<file path="src/rtl/sdram_port_arbiter.sv">
// Two-client burst arbiter in front of sdram_top: grants one port at a time, counts
// per-word acks to find the end of a burst and aborts stalled bursts with a watchdog.
module sdram_port_arbiter #(
   parameter int ADDR_W    = 24,
   parameter int DATA_W    = 16,
   parameter int LEN_W     = 9,
   parameter int PRIO_MODE = 0,
   parameter int TIMEOUT   = 1023
) (
   input  logic              clk_50m,
   input  logic              rst,
   input  logic              c0_req,
   input  logic              c0_we,
   input  logic [ADDR_W-1:0] c0_addr,
   input  logic [LEN_W-1:0]  c0_len,
   input  logic [DATA_W-1:0] c0_wdata,
   output logic              c0_wdata_ack,
   output logic [DATA_W-1:0] c0_rdata,
   output logic              c0_rdata_vld,
   output logic              c0_done,
   output logic              c0_err,
   input  logic              c1_req,
   input  logic              c1_we,
   input  logic [ADDR_W-1:0] c1_addr,
   input  logic [LEN_W-1:0]  c1_len,
   input  logic [DATA_W-1:0] c1_wdata,
   output logic              c1_wdata_ack,
   output logic [DATA_W-1:0] c1_rdata,
   output logic              c1_rdata_vld,
   output logic              c1_done,
   output logic              c1_err,
   output logic [ADDR_W-1:0] sdram_wr_addr,
   output logic [DATA_W-1:0] sdram_wr_data,
   output logic              sdram_wr_req,
   output logic [LEN_W-1:0]  sdwr_bytes,
   input  logic              sdram_wr_ack,
   output logic [ADDR_W-1:0] sdram_rd_addr,
   input  logic [DATA_W-1:0] sdram_rd_data,
   output logic              sdram_rd_req,
   output logic [LEN_W-1:0]  sdrd_bytes,
   input  logic              sdram_rd_ack,
   input  logic              sdram_init_done,
   input  logic              sdram_busy,
   output logic [1:0]        dbg_state_o
);

   // Handshake: a client holds cN_req with we/addr/len until its cN_done pulse; the
   // sdram request is held until the first matching ack, and every matching ack moves one word.
   typedef enum logic [1:0] {
      ST_IDLE  = 2'd0,
      ST_ISSUE = 2'd1,
      ST_XFER  = 2'd2,
      ST_DONE  = 2'd3
   } state_t;

   localparam int WD_W = $clog2(TIMEOUT + 1);
   localparam logic [WD_W-1:0] WD_LAST = WD_W'(TIMEOUT - 1);

   state_t            state_q, state_d;
   logic              grant_q, grant_d;
   logic              we_q, we_d;
   logic [ADDR_W-1:0] addr_q, addr_d;
   logic [LEN_W-1:0]  len_q, len_d;
   logic [LEN_W-1:0]  cnt_q, cnt_d;
   logic [WD_W-1:0]   wd_q, wd_d;
   logic              err_q, err_d;
   logic              rr_q, rr_d;
   logic              pick;
   logic              ack_match;
   logic              active;
   logic [LEN_W-1:0]  cnt_inc;

   always_ff @(posedge clk_50m) begin
      if (rst) begin
         state_q <= ST_IDLE;
         grant_q <= 1'b0;
         we_q    <= 1'b0;
         addr_q  <= '0;
         len_q   <= '0;
         cnt_q   <= '0;
         wd_q    <= '0;
         err_q   <= 1'b0;
         rr_q    <= 1'b0;
      end else begin
         state_q <= state_d;
         grant_q <= grant_d;
         we_q    <= we_d;
         addr_q  <= addr_d;
         len_q   <= len_d;
         cnt_q   <= cnt_d;
         wd_q    <= wd_d;
         err_q   <= err_d;
         rr_q    <= rr_d;
      end
   end

   assign ack_match = we_q ? sdram_wr_ack : sdram_rd_ack;
   assign cnt_inc   = cnt_q + 1'b1;

   always_comb begin
      state_d = state_q;
      grant_d = grant_q;
      we_d    = we_q;
      addr_d  = addr_q;
      len_d   = len_q;
      cnt_d   = cnt_q;
      wd_d    = wd_q;
      err_d   = err_q;
      rr_d    = rr_q;
      pick    = 1'b0;
      case (state_q)
         ST_IDLE: begin
            if (sdram_init_done && !sdram_busy && (c0_req || c1_req)) begin
               if (c0_req && c1_req) pick = (PRIO_MODE == 1) ? 1'b0 : rr_q;
               else                  pick = c1_req;
               grant_d = pick;
               we_d    = pick ? c1_we   : c0_we;
               addr_d  = pick ? c1_addr : c0_addr;
               len_d   = pick ? c1_len  : c0_len;
               if (len_d == '0) len_d = LEN_W'(1);
               cnt_d   = '0;
               wd_d    = '0;
               err_d   = 1'b0;
               state_d = ST_ISSUE;
            end
         end
         ST_ISSUE, ST_XFER: begin
            if (ack_match) begin
               cnt_d = cnt_inc;
               wd_d  = '0;
               if (cnt_inc == len_q) state_d = ST_DONE;
               else                  state_d = ST_XFER;
            end else if (wd_q == WD_LAST) begin
               err_d   = 1'b1;
               state_d = ST_DONE;
            end else begin
               wd_d = wd_q + 1'b1;
            end
         end
         ST_DONE: begin
            // Favour the other port next time, including after an aborted burst.
            rr_d    = ~grant_q;
            state_d = ST_IDLE;
         end
         default: state_d = ST_IDLE;
      endcase
   end

   assign active = (state_q == ST_ISSUE) || (state_q == ST_XFER);

   assign sdram_wr_req  = (state_q == ST_ISSUE) && we_q;
   assign sdram_rd_req  = (state_q == ST_ISSUE) && !we_q;
   assign sdram_wr_addr = we_q ? addr_q : '0;
   assign sdram_rd_addr = we_q ? '0 : addr_q;
   assign sdwr_bytes    = we_q ? len_q : '0;
   assign sdrd_bytes    = we_q ? '0 : len_q;
   assign sdram_wr_data = (active && we_q) ? (grant_q ? c1_wdata : c0_wdata) : '0;

   assign c0_wdata_ack = sdram_wr_ack && active && we_q && !grant_q;
   assign c1_wdata_ack = sdram_wr_ack && active && we_q && grant_q;
   assign c0_rdata_vld = sdram_rd_ack && active && !we_q && !grant_q;
   assign c1_rdata_vld = sdram_rd_ack && active && !we_q && grant_q;
   assign c0_rdata     = sdram_rd_data;
   assign c1_rdata     = sdram_rd_data;

   assign c0_done = (state_q == ST_DONE) && !grant_q;
   assign c1_done = (state_q == ST_DONE) && grant_q;
   assign c0_err  = c0_done && err_q;
   assign c1_err  = c1_done && err_q;

   assign dbg_state_o = state_q;

endmodule

</file>
<file path="config.mk">
export PLATFORM = sky130hd
export DESIGN_NAME = sdram_port_arbiter
export DESIGN_NICKNAME = d
export VERILOG_FILES = /design/src/rtl/sdram_port_arbiter.sv
export SDC_FILE = /design/constraint.sdc
export NUM_CORES = 1
export LEC_CHECK = 0
export CORE_MARGIN = 2
export CORE_UTILIZATION = 38
export DETAILED_ROUTE_END_ITERATION = 12
export GPL_ROUTABILITY_DRIVEN = 0
export PLACE_DENSITY = 0.88
export SYNTH_ARGS = -nofsm -noshare
export SYNTH_HDL_FRONTEND = slang
export SYNTH_SLANG_ARGS = --single-unit
</file>
<file path="constraint.sdc">
create_clock -name clk_50m -period 2 [get_ports clk_50m]
set_input_delay 0.4 -clock clk_50m [delete_from_list [all_inputs] [get_ports clk_50m]]
set_output_delay 0.4 -clock clk_50m [all_outputs]
set_load 0.01 [all_outputs]
</file>
==> impl_metrics.json <==
{
  "status": "complete, no violations",
  "nets": 835,
  "setup_viol": 0,
  "yosys.cell_count.top_type": "nor2_1",
  "cp_data_arrival_time_ns": 2.29,
  "cts-root-buf": "clkbuf_8",
  "synthAdderAreaFrac_pct": 1.85,
  "hold_class": "input pin to flip-flop",
  "cts.sinks": 58,
  "fmax_mhz": 502,
  "wl_per_cell_um": 16.9,
  "power_density_nw_per_um2": 785,
  "initialDrtViolationCount": 276,
  "die_h_um": 107,
  "post_synth_num_cell_types": 45,
  "synth_xor_area_share_pct": 4.53,
  "grt_pass1_wl_um": 21100,
  "leakage_nw": 2.97,
  "cp.required_ns": 2.29,
  "p_sw_mw": 1.88,
  "drt.antenna.violating_nets": 0,
  "finish.utilization_pct": 63.9,
  "n_antenna_cell": 0,
  "skew_ns": 0.00975,
  "grt_pass1_vias": 4479,
  "p_clk_share_pct": 24.6,
  "antenna_found_initial": 0,
  "synth_nets": 639,
  "fin_cells": 846,
  "syn_area_per_cell_um2": 7.97,
  "vdd_drop_max_v": 0.000439,
  "ys.warnings.count": 0,
  "placed_area_um2": 6200,
  "io_pins": 250,
  "fin_hold_ws_ns": 0.427,
  "synthArstFlopShare_pct": 0,
  "cts-htree-levels": 3,
  "p_int_mw": 3.30,
  "max_slew_margin_pct": 74.8,
  "endpoint_kind": "flip-flop",
  "core-area_um2": 10300,
  "period_needed_ns": 1.99,
  "grt_max_degree": 53,
  "insertion_delay_ns": 0.36,
  "final_area_um2": 6600,
  "swShare_pct": 36.3,
  "drt-vias-per-instance": 5.26,
  "crit_path_start_kind": "flip-flop",
  "cts_tree": "done",
  "max-clock-path-buffers": 2,
  "port_buffers": 201,
  "synth_common_cells": "nor2_1, dfxtp_1, mux2i_1, nor2b_1, and2_1",
  "path_clk_slew_ns": 0.08,
  "synth_edf_count": 0,
  "yosys.area_share.simple_pct": 29.0,
  "fp-row-count": 37,
  "die_w_um": 107,
  "cp_max_fo": 6,
  "synthFlopType": "dfxtp_1",
  "hold_viol_final": 0,
  "worstMarginPinSlew_ns": 0.375,
  "maxCapViolations": 0,
  "netlist_area_um2": 4060,
  "die_area_um2": 11500,
  "yosys.area.top_type_share_pct": 28.6,
  "synth_area_leaders": "dfxtp_1, mux2i_1, nor2_1, a211oi_1, buf_4",
  "vias": 4447,
  "synth.largest_area_cell": "dfxtp_1",
  "timing.final.max_slew_violations": 0,
  "globalRouteTotalUtil_pct": 23.1,
  "grt_overflow": 0,
  "power_frac_seq_pct": 27.7,
  "synth_compound_area_share_pct": 13.1,
  "combPwrFrac_pct": 47.7,
  "totalWireLength_um": 14300,
  "first_pass_iters": 5,
  "muxShareOfSynthArea_pct": 12.6,
  "area_growth_pct": 62.7,
  "crit_type": "flip-flop to flip-flop",
  "synth_seq_area_share_pct": 28.6,
  "min_period_over_period_pct": 99.6,
  "rsz0062_at_grt": "true",
  "synth_seq_cells": 58,
  "synthCells": 509,
  "drc": 0,
  "hpwl_um": 10000,
  "cts_buffers": 9,
  "drive_gt1_share_pct": 17.7,
  "start_util_pct": 39.3,
  "hold_buffers": 0,
  "dp.cells": 814,
  "synth_top_family_by_area": "simple AND/OR/NAND/NOR gates"
}
## metal layers
layer,up-vias,routed length (um),global-route usage (%)
met5,-,0,0
met4,0,469,9.71
met3,54,874,6.05
met2,218,7300,41.6
met1,2064,5700,25.5
li1,2111,-,-
## per-stage QoR
| stage | power, mW | setup slack (ns) | TNS (ns) |
|---|---|---|---|
| after CTS | 4.84 | -0.0149 | -0.0290 |
| after floorplan | 2.56 | 0.0852 | 0 |
| after global routing | 5.43 | -0.0535 | -0.0659 |
| final | 5.18 | 0.00834 | 0 |
| after global placement | 3.40 | -0.262 | -3.29 |
| after detailed placement | 3.48 | -0.342 | -4.94 |
## area by class of cell
type,instances,area [um^2]
clock buffer,9,124
clock inverter,7,101
fill,814,3720
inverter,7,26.3
multi-input combinational,378,2640
sequential,58,1170
tap,136,170
timing repair buffer,251,2370
## critical path: stages, from the launching register on
cell,delay [ns]
dfxtp_2,0.34
inv_2,0.06
ha_4,0.27
buf_6,0.13
buf_12,0.13
o221ai_4,0.09
a21oi_2,0.14
o2111ai_2,0.14
nor4_2,0.33
buf_4,0.17
o31a_1,0.12
## cells in the final DEF, fill, tap and decap left out, types with 5 or more instances in the layout
cell type        instances
nand3_1                  8
nor2_1                  74
buf_2                   18
nor2b_1                 38
nand2_1                 23
o21ai_0                  9
clkbuf_8                 9
or3_1                    5
a21oi_1                 20
dlygate4sd2_1           69
mux2i_1                 50
buf_4                   39
nor3_1                  10
xnor2_1                 15
nor4_1                   5
buf_12                   7
and2_1                  36
dfxtp_1                 52
a211oi_1                34
clkdlybuf4s50_1        108
## registers in the layout (all words and copies together) (netlist names), 2 cells and up
name         cells
addr_q          24
cnt_q            9
dbg_state_o      2
len_q            9
wd_q            10
## what timing repair did
item | 4_1_cts | 5_1_grt
gates resized for setup | 158 | 31
gates cloned | 3 | 1
setup endpoints to repair | 96 | 22
pin swaps | 3 | 8
setup buffers | 3 | 9
endpoints found under the hold margin | 0 | 0
## cell families after synthesis
kind of cell	after synthesis
DFF	58
adders and majority gates	6
buffers and inverters	74
xor gates and xnor gates	21
and+or+nand+nor	224
AOI/OAI and AO/OA	75
muxes	51
## power by group through the flow
stage | Combinational, mW | Sequential (mW) | Clock, mW
floorplan | 1.15 | 1.40 | 0
global placement | 1.96 | 1.44 | 0
detailed placement | 2.03 | 1.45 | 0
CTS | 2.14 | 1.43 | 1.28
global route | 2.63 | 1.46 | 1.34
finish | 2.47 | 1.43 | 1.28
## final timing paths
check        cells after the start           start  slack, ns        endpoint
max                             10  dbg_state_o[1]      0.008  dbg_state_o[0]
min                              2             rst       0.43        cnt_q[0]
max reg2reg                     10  dbg_state_o[1]      0.008  dbg_state_o[0]
min reg2reg                      2        cnt_q[1]       0.51        cnt_q[1]
Note: power is estimated with default switching activity, not from simulation.
